**src/rtl/fpu_imant_div.sv**
```systemverilog
// Iterative radix-4 restoring mantissa divider: Q = floor(S * 2^(CMantLen+1) / D).
// Two quotient bits per enabled clock; sticky flags a nonzero remainder for rounding.
module fpu_imant_div #(
  parameter int unsigned CMantLen = 28
) (
  input  logic                AClkH,
  input  logic                AResetHN,
  input  logic                AClkHEn,
  input  logic [CMantLen-1:0] ADataS,
  input  logic [CMantLen-1:0] ADataD,
  input  logic                AStart,
  output logic [CMantLen+1:0] ADataR,
  output logic                ASticky,
  output logic                ADivZero,
  output logic                AOvf,
  output logic                ABusy,
  output logic                AWrEn
);

  localparam int unsigned RemW   = CMantLen + 2;
  localparam int unsigned NSteps = (CMantLen + 2) / 2;

  logic [RemW-1:0]     rem_q, rem_d;
  logic [CMantLen-1:0] dr_q, dr_d;
  logic [CMantLen-1:0] quot_q, quot_d;
  logic [NSteps-1:0]   step_q, step_d;
  logic                dz_q, dz_d;
  logic                ov_q, ov_d;

  logic [RemW-1:0] dr_ext;
  logic [RemW-1:0] rem_s1, rem_b, rem_s2, rem_c;
  logic            q_a, q_b;
  logic [RemW-1:0] quot_next;

  // Two back-to-back restoring iterations on the current remainder.
  always_comb begin
    dr_ext    = {2'b00, dr_q};
    q_a       = (rem_q >= dr_ext);
    rem_s1    = q_a ? (rem_q - dr_ext) : rem_q;
    rem_b     = rem_s1 << 1;
    q_b       = (rem_b >= dr_ext);
    rem_s2    = q_b ? (rem_b - dr_ext) : rem_b;
    rem_c     = rem_s2 << 1;
    quot_next = {quot_q, q_a, q_b};
  end

  always_comb begin
    rem_d  = rem_q;
    dr_d   = dr_q;
    quot_d = quot_q;
    step_d = step_q;
    dz_d   = dz_q;
    ov_d   = ov_q;
    if (AClkHEn) begin
      // A start always wins, which aborts any operation in flight.
      if (AStart) begin
        rem_d  = {2'b00, ADataS};
        dr_d   = ADataD;
        quot_d = '0;
        step_d = NSteps'(1) << (NSteps - 1);
        dz_d   = (ADataD == '0);
        ov_d   = ({1'b0, ADataS} >= {ADataD, 1'b0});
      end else if (|step_q) begin
        rem_d  = rem_c;
        quot_d = quot_next[CMantLen-1:0];
        step_d = step_q >> 1;
      end
    end
  end

  always_ff @(posedge AClkH or negedge AResetHN) begin
    if (!AResetHN) begin
      rem_q  <= '0;
      dr_q   <= '0;
      quot_q <= '0;
      step_q <= '0;
      dz_q   <= 1'b0;
      ov_q   <= 1'b0;
    end else begin
      rem_q  <= rem_d;
      dr_q   <= dr_d;
      quot_q <= quot_d;
      step_q <= step_d;
      dz_q   <= dz_d;
      ov_q   <= ov_d;
    end
  end

  // Result is combinational from the final step so it appears with the strobe.
  always_comb begin
    ABusy    = |step_q;
    AWrEn    = step_q[0];
    ADataR   = '0;
    ASticky  = 1'b0;
    ADivZero = 1'b0;
    AOvf     = 1'b0;
    if (step_q[0]) begin
      if (dz_q) begin
        ADataR   = '1;
        ADivZero = 1'b1;
      end else if (ov_q) begin
        ADataR  = '1;
        ASticky = 1'b1;
        AOvf    = 1'b1;
      end else begin
        ADataR  = quot_next;
        ASticky = |rem_c;
      end
    end
  end

endmodule

```
**config.mk**
```make
export PLATFORM = sky130hd
export DESIGN_NAME = fpu_imant_div
export DESIGN_NICKNAME = d
export VERILOG_FILES = /design/src/rtl/fpu_imant_div.sv
export SDC_FILE = /design/constraint.sdc
export NUM_CORES = 1
export LEC_CHECK = 0
export ABC_CLOCK_PERIOD_IN_PS = 12900
export BUFFER_PORTS_ARGS = -buffer_cell sky130_fd_sc_hd__clkbuf_2
export CAP_MARGIN = 20
export CORE_MARGIN = 5
export CORE_UTILIZATION = 60
export CTS_BUF_LIST = sky130_fd_sc_hd__clkbuf_2 sky130_fd_sc_hd__clkbuf_4 sky130_fd_sc_hd__clkbuf_8
export DETAILED_ROUTE_END_ITERATION = 12
export MAX_ROUTING_LAYER = met4
export PLACE_DENSITY_LB_ADDON = 0.25
export SYNTH_ARGS = -nofsm -noshare
export SYNTH_HDL_FRONTEND = slang
export SYNTH_SLANG_ARGS = --single-unit
```
**constraint.sdc**
```tcl
create_clock -name AClkH -period 12.9 [get_ports AClkH]
set_input_delay 2.58 -clock AClkH [delete_from_list [all_inputs] [get_ports AClkH]]
set_output_delay 2.58 -clock AClkH [all_outputs]
set_load 0.02 [all_outputs]
```
**Word level (Yosys, flattened, before mapping)**

Index checks and enable logic that the tools add are counted.

- Bits in registers: 103
- Input bits: 60
- Output and inout port bits: 35
- Logic and storage cells: 36

- Add/sub/neg operators: 2
- Magnitude comparators: 3
- Multiplexer cells: 19
- Reductions and logical operators: 6

Operators with widths:

| operator | count |
|---|---|
| $mux W30 | 5 |
| $ge A30 B28 Y1 | 2 |
| $mux W29 | 2 |
| $sub A29 B28 Y29 | 2 |
| $mux W28 | 2 |
| $mux W15 | 2 |
| $ge A28 B29 Y1 | 1 |
| $reduce_or A29 Y1 | 1 |
| $logic_not A28 Y1 | 1 |
| $reduce_or A15 Y1 | 1 |
| $mux W1 | 8 |
| $reduce_and A2 Y1 | 2 |
| $reduce_bool A2 Y1 | 1 |

**Depth between registers and ports, before layout**

- Word-level depth: 8
- Mapped depth: 28
- Gate-level depth less buffers: 24

**Least setup slack after synthesis**

OpenSTA, ideal clock, no wires.

- Path kind: register to output
- Start point: register rem_q[0]
- End point: output port ASticky
- Arrival: 5.840 ns
- Data required time: 10.320 ns
- Slack: 4.480 ns
- Stages on the path, launching flop included: 27
- Path buffers: 4
- Cells stage by stage: dfrtp_1 inv_1 ha_1 inv_1 fa_1 a21oi_1 nor3_1 o311ai_1 a31o_4 nand3_2 buf_4 clkbuf_1 clkbuf_1 o21ai_0 inv_1 ha_1 o211ai_1 a21oi_1 o41a_1 o21ai_0 o21ai_0 a21o_1 nor4_1 buf_2 or3_1 o31ai_1 a311oi_1

- Word-level cells in the longest chain between the ends: 8
- Elaborated cells on any way between the ends: 10
- Classes of those cells: add/sub: 2; order compare: 2; mux: 5; reduce/logical: 1

Ends and longest elaborated chain:

| what | line | text |
|---|---|---|
| start: declaration | 23 | `logic [RemW-1:0] rem_q, rem_d;` |
| start signal: assignment | 80 | `rem_q <= rem_d;` |
| $sub A29 B28 Y29 / $ge A30 B28 Y1 (equally long branches) | 39, 38 |  |
| $mux W29 (*) | 39 | `rem_s1 = q_a ? (rem_q - dr_ext) : rem_q;` |
| $sub A29 B28 Y29 / $ge A30 B28 Y1 (equally long branches) | 42, 41 |  |
| $mux W29 (*) | 42 | `rem_s2 = q_b ? (rem_b - dr_ext) : rem_b;` |
| $reduce_or A29 Y1 (*) | 107 | `ASticky = \|rem_c;` |
| $mux W1 (*) | 101 | `end else if (ov_q) begin` |
| $mux W1 (*) | 98 | `if (dz_q) begin` |
| $mux W1 (*) | 97 | `if (step_q[0]) begin` |
| end: declaration | 13 | `output logic ASticky,` |

Every way passes the cells marked *; elsewhere a longest branch is shown, timed or not.

**Final worst setup path**

- Start point: register dr_q[0]
- End point: output port ASticky

- Word-level cells in the longest chain between the ends: 8
- Elaborated cells on any way between the ends: 10
- Classes of those cells: add/sub: 2; order compare: 2; mux: 5; reduce/logical: 1

Ends and longest elaborated chain:

| what | line | text |
|---|---|---|
| start: declaration | 24 | `logic [CMantLen-1:0] dr_q, dr_d;` |
| start signal: assignment | 81 | `dr_q <= dr_d;` |
| $sub A29 B28 Y29 / $ge A30 B28 Y1 (equally long branches) | 39, 38 |  |
| $mux W29 | 39 |  |
| $sub A29 B28 Y29 / $ge A30 B28 Y1 (equally long branches) | 42, 41 |  |
| $mux W29 (*) | 42 |  |
| $reduce_or A29 Y1 (*) | 107 |  |
| $mux W1 (*) | 101 |  |
| $mux W1 (*) | 98 |  |
| $mux W1 (*) | 97 |  |

Marks and branches as above.

==> run summary <==
Resize count post-CTS -> 0
first-pass GRT wire length -> 44500 um
Root Buffer -> clkbuf_8
Post-DRT Antenna Nets -> 0
DRT Pass-1 Iters -> 5
Cell variety after synth -> 66
#FFs+latches synth -> 103
sequential share of the synthesized area -> 28.3%
Hold WS -> 0.491 ns
Vias/cell -> 6.32
initial antenna violation count -> 0
status -> finished, final reports clean
Die Y -> 133 um
pre-CTS WS -> 3.34 ns
Hold Buf Count CTS -> 0
Vias -> 8833
placed cell area -> 0.00965 mm^2
Final Routed Wirelength -> 28300 um
worst setup margin -> 2.75 ns
RSZ-0062 raised after global routing -> false
Final period util -> 78.7%
Rows -> 45
number of buffers created by CTS -> 9
# Post-CTS Setup Buffers -> 0
Final HPWL DP -> 22600 um
# port buffers -> 94
Starting DRT DRC Count -> 700
Worst Hold Launch -> dr_q[26]
setup_tns -> 0 ns
gpl congestion -> 0.993
R2R cell count -> 22
Mapped Cells -> 1148
Clock Latency Late Sink -> 0.39 ns
Post-synth EDFFs -> 0
DRC -> 0
Final Cell Area -> 0.00988 mm^2
Die W -> 133 um
crit path launch type -> register
average cell area after synthesis -> 7.94 um^2
gr usage total -> 32.7%
clk_skew -> 0.0185 ns
most common cell after layout, fill and taps aside -> nand2_1
diode count -> 0
vias in the first global route -> 8438
Post-synth ARST share -> 100%
MaxCap Viol Count -> 0
minimum clock period after layout -> 10.15 ns
share of layout cells above drive strength 1 -> 12.7%
Slew @ Worst Pin -> 0.919 ns
Ports -> 95
die area -> 0.0178 mm^2
pin count of the biggest net entering global routing -> 66
final count of hold timing violations -> 0
Hold Path Cell Cnt -> 2
Post-Syn Area -> 0.00911 mm^2
r2r startpoint -> dr_q[0]
area grow syn2layout -> 8.42%
Pins Over Slew Limit -> 0
Final setup viols -> 0
Core Box Area -> 0.0150 mm^2
CTS Buffer Depth -> 2
post-DR wirelength/cell -> 20.3 um
Clock Sinks -> 103
Critical Path AT -> 7.57 ns
Critical Path Source -> dr_q[0]
worst min-delay path class -> reg2reg
Warnings, synthesis -> 0
nets -> 1351
fmax -> 98.5 MHz
commonest non-fill, non-tap cells in the layout -> nand2_1 (132), nor2_1 (114), o21ai_0 (104), dfrtp_1 (103), clkbuf_2 (93)
Worst slew margin -> 38.6%
Critical Path RT -> 10.32 ns
Worst setup EP type -> output pin
Initial Utilization -> 60.6%
htree depth -> 3
GR Overflow Total -> 0
CTS tree -> done
clock transition at the registers of the reported paths -> 0.11 ns
Mapped Nets -> 1293
CP max FO -> 47
CP Class -> reg2out
Primary FF master, synth -> dfrtp_1
[flip-flops by register name, indices dropped and copies added (netlist names)]
| register | cells |
|---|---|
| ov_q | 1 |
| dz_q | 1 |
| dr_q | 28 |
| step_q | 15 |
| rem_q | 30 |
| quot_q | 28 |
[kinds of logic after synthesis]
family          share of synthesized area, %
mux                                     4.41
flops                                   28.3
xor+xnor                                4.13
compound gates                          26.1
simple gates                            19.0
fa+ha+maj                               11.8
buf+inv                                 6.22
[worst paths after layout]
check,to,slack [ns]
worst max-delay path,ASticky,2.75
worst min-delay path,dr_q[26],0.49
worst max register to register,rem_q[5],5.68
worst min register to register,dr_q[26],0.49
max in group asynchronous,rem_q[18],9.55
min in group asynchronous,step_q[5],2.14
[synth_stat cells, drive strengths merged (7+ instances only)]
| cell type | count | area (um^2) |
|---|---|---|
| a211oi | 11 | 82.6 |
| a21o | 27 | 203 |
| a21oi | 70 | 350 |
| a22o | 42 | 368 |
| a31o | 9 | 87.6 |
| a31oi | 8 | 50.1 |
| buf | 12 | 76.3 |
| clkbuf | 41 | 156 |
| dfrtp | 103 | 2580 |
| ha | 83 | 1040 |
| inv | 89 | 334 |
| mux2 | 9 | 101 |
| mux2i | 30 | 300 |
| nand2 | 132 | 495 |
| nand3 | 25 | 130 |
| nand4 | 20 | 131 |
| nor2 | 115 | 432 |
| nor2b | 10 | 62.6 |
| nor3 | 19 | 95.1 |
| nor4 | 15 | 93.8 |
| o211ai | 7 | 52.6 |
| o21a | 21 | 158 |
| o21ai | 106 | 534 |
| o31ai | 10 | 75.1 |
| or2 | 12 | 75.1 |
| xnor2 | 26 | 228 |
| xor2 | 17 | 149 |
[routing by layer]
layer | global-route usage (%) | vias up | part of all wire, %
met5 | - | - | 0
met4 | 9.14 | 0 | 2.2
met3 | 6.34 | 41 | 9.9
met2 | 49.2 | 390 | 44
met1 | 45.3 | 4174 | 44
li1 | - | 4228 | -
[stage by stage]
step / utilization, % / cells
after floorplan: - / 1148
after global placement: 64.2 / 1383
after detailed placement: 64.2 / 1383
after CTS: 65.7 / 1398
after global routing: 65.7 / 1398
final: 65.7 / 1398
[worst max-delay path, cell delays in order (launching register included)]
cell and delay (ns):
dfrtp_1 0.47, ha_1 0.21, inv_1 0.05, fa_1 0.42
a21oi_1 0.21, nor3_1 0.10, o311ai_1 0.52, a31o_4 0.28
nand3_2 0.61, mux2i_1 0.62, inv_1 0.09, ha_1 0.35
a21oi_1 0.22, o31ai_1 0.10, a221o_1 0.34, a2111oi_0 0.41
o21ai_0 0.25, a21o_1 0.24, nor4_2 0.22, buf_4 0.53
or4b_1 0.49, o31ai_1 0.09, a311oi_1 0.16, clkbuf_2 0.19
[cell type report]
cell class / count / area (um^2)
clock inverter: 5 / 88.8
inverter: 89 / 334
sequential: 103 / 2580
clock buffer: 10 / 138
tap: 188 / 235
fill: 1357 / 5150
timing repair buffer: 100 / 518
multi-input combinational: 903 / 5990
Power is left out: the tool's default activity adds up to more than one toggle a clock period on the data nets, which glitch-free logic cannot reach.
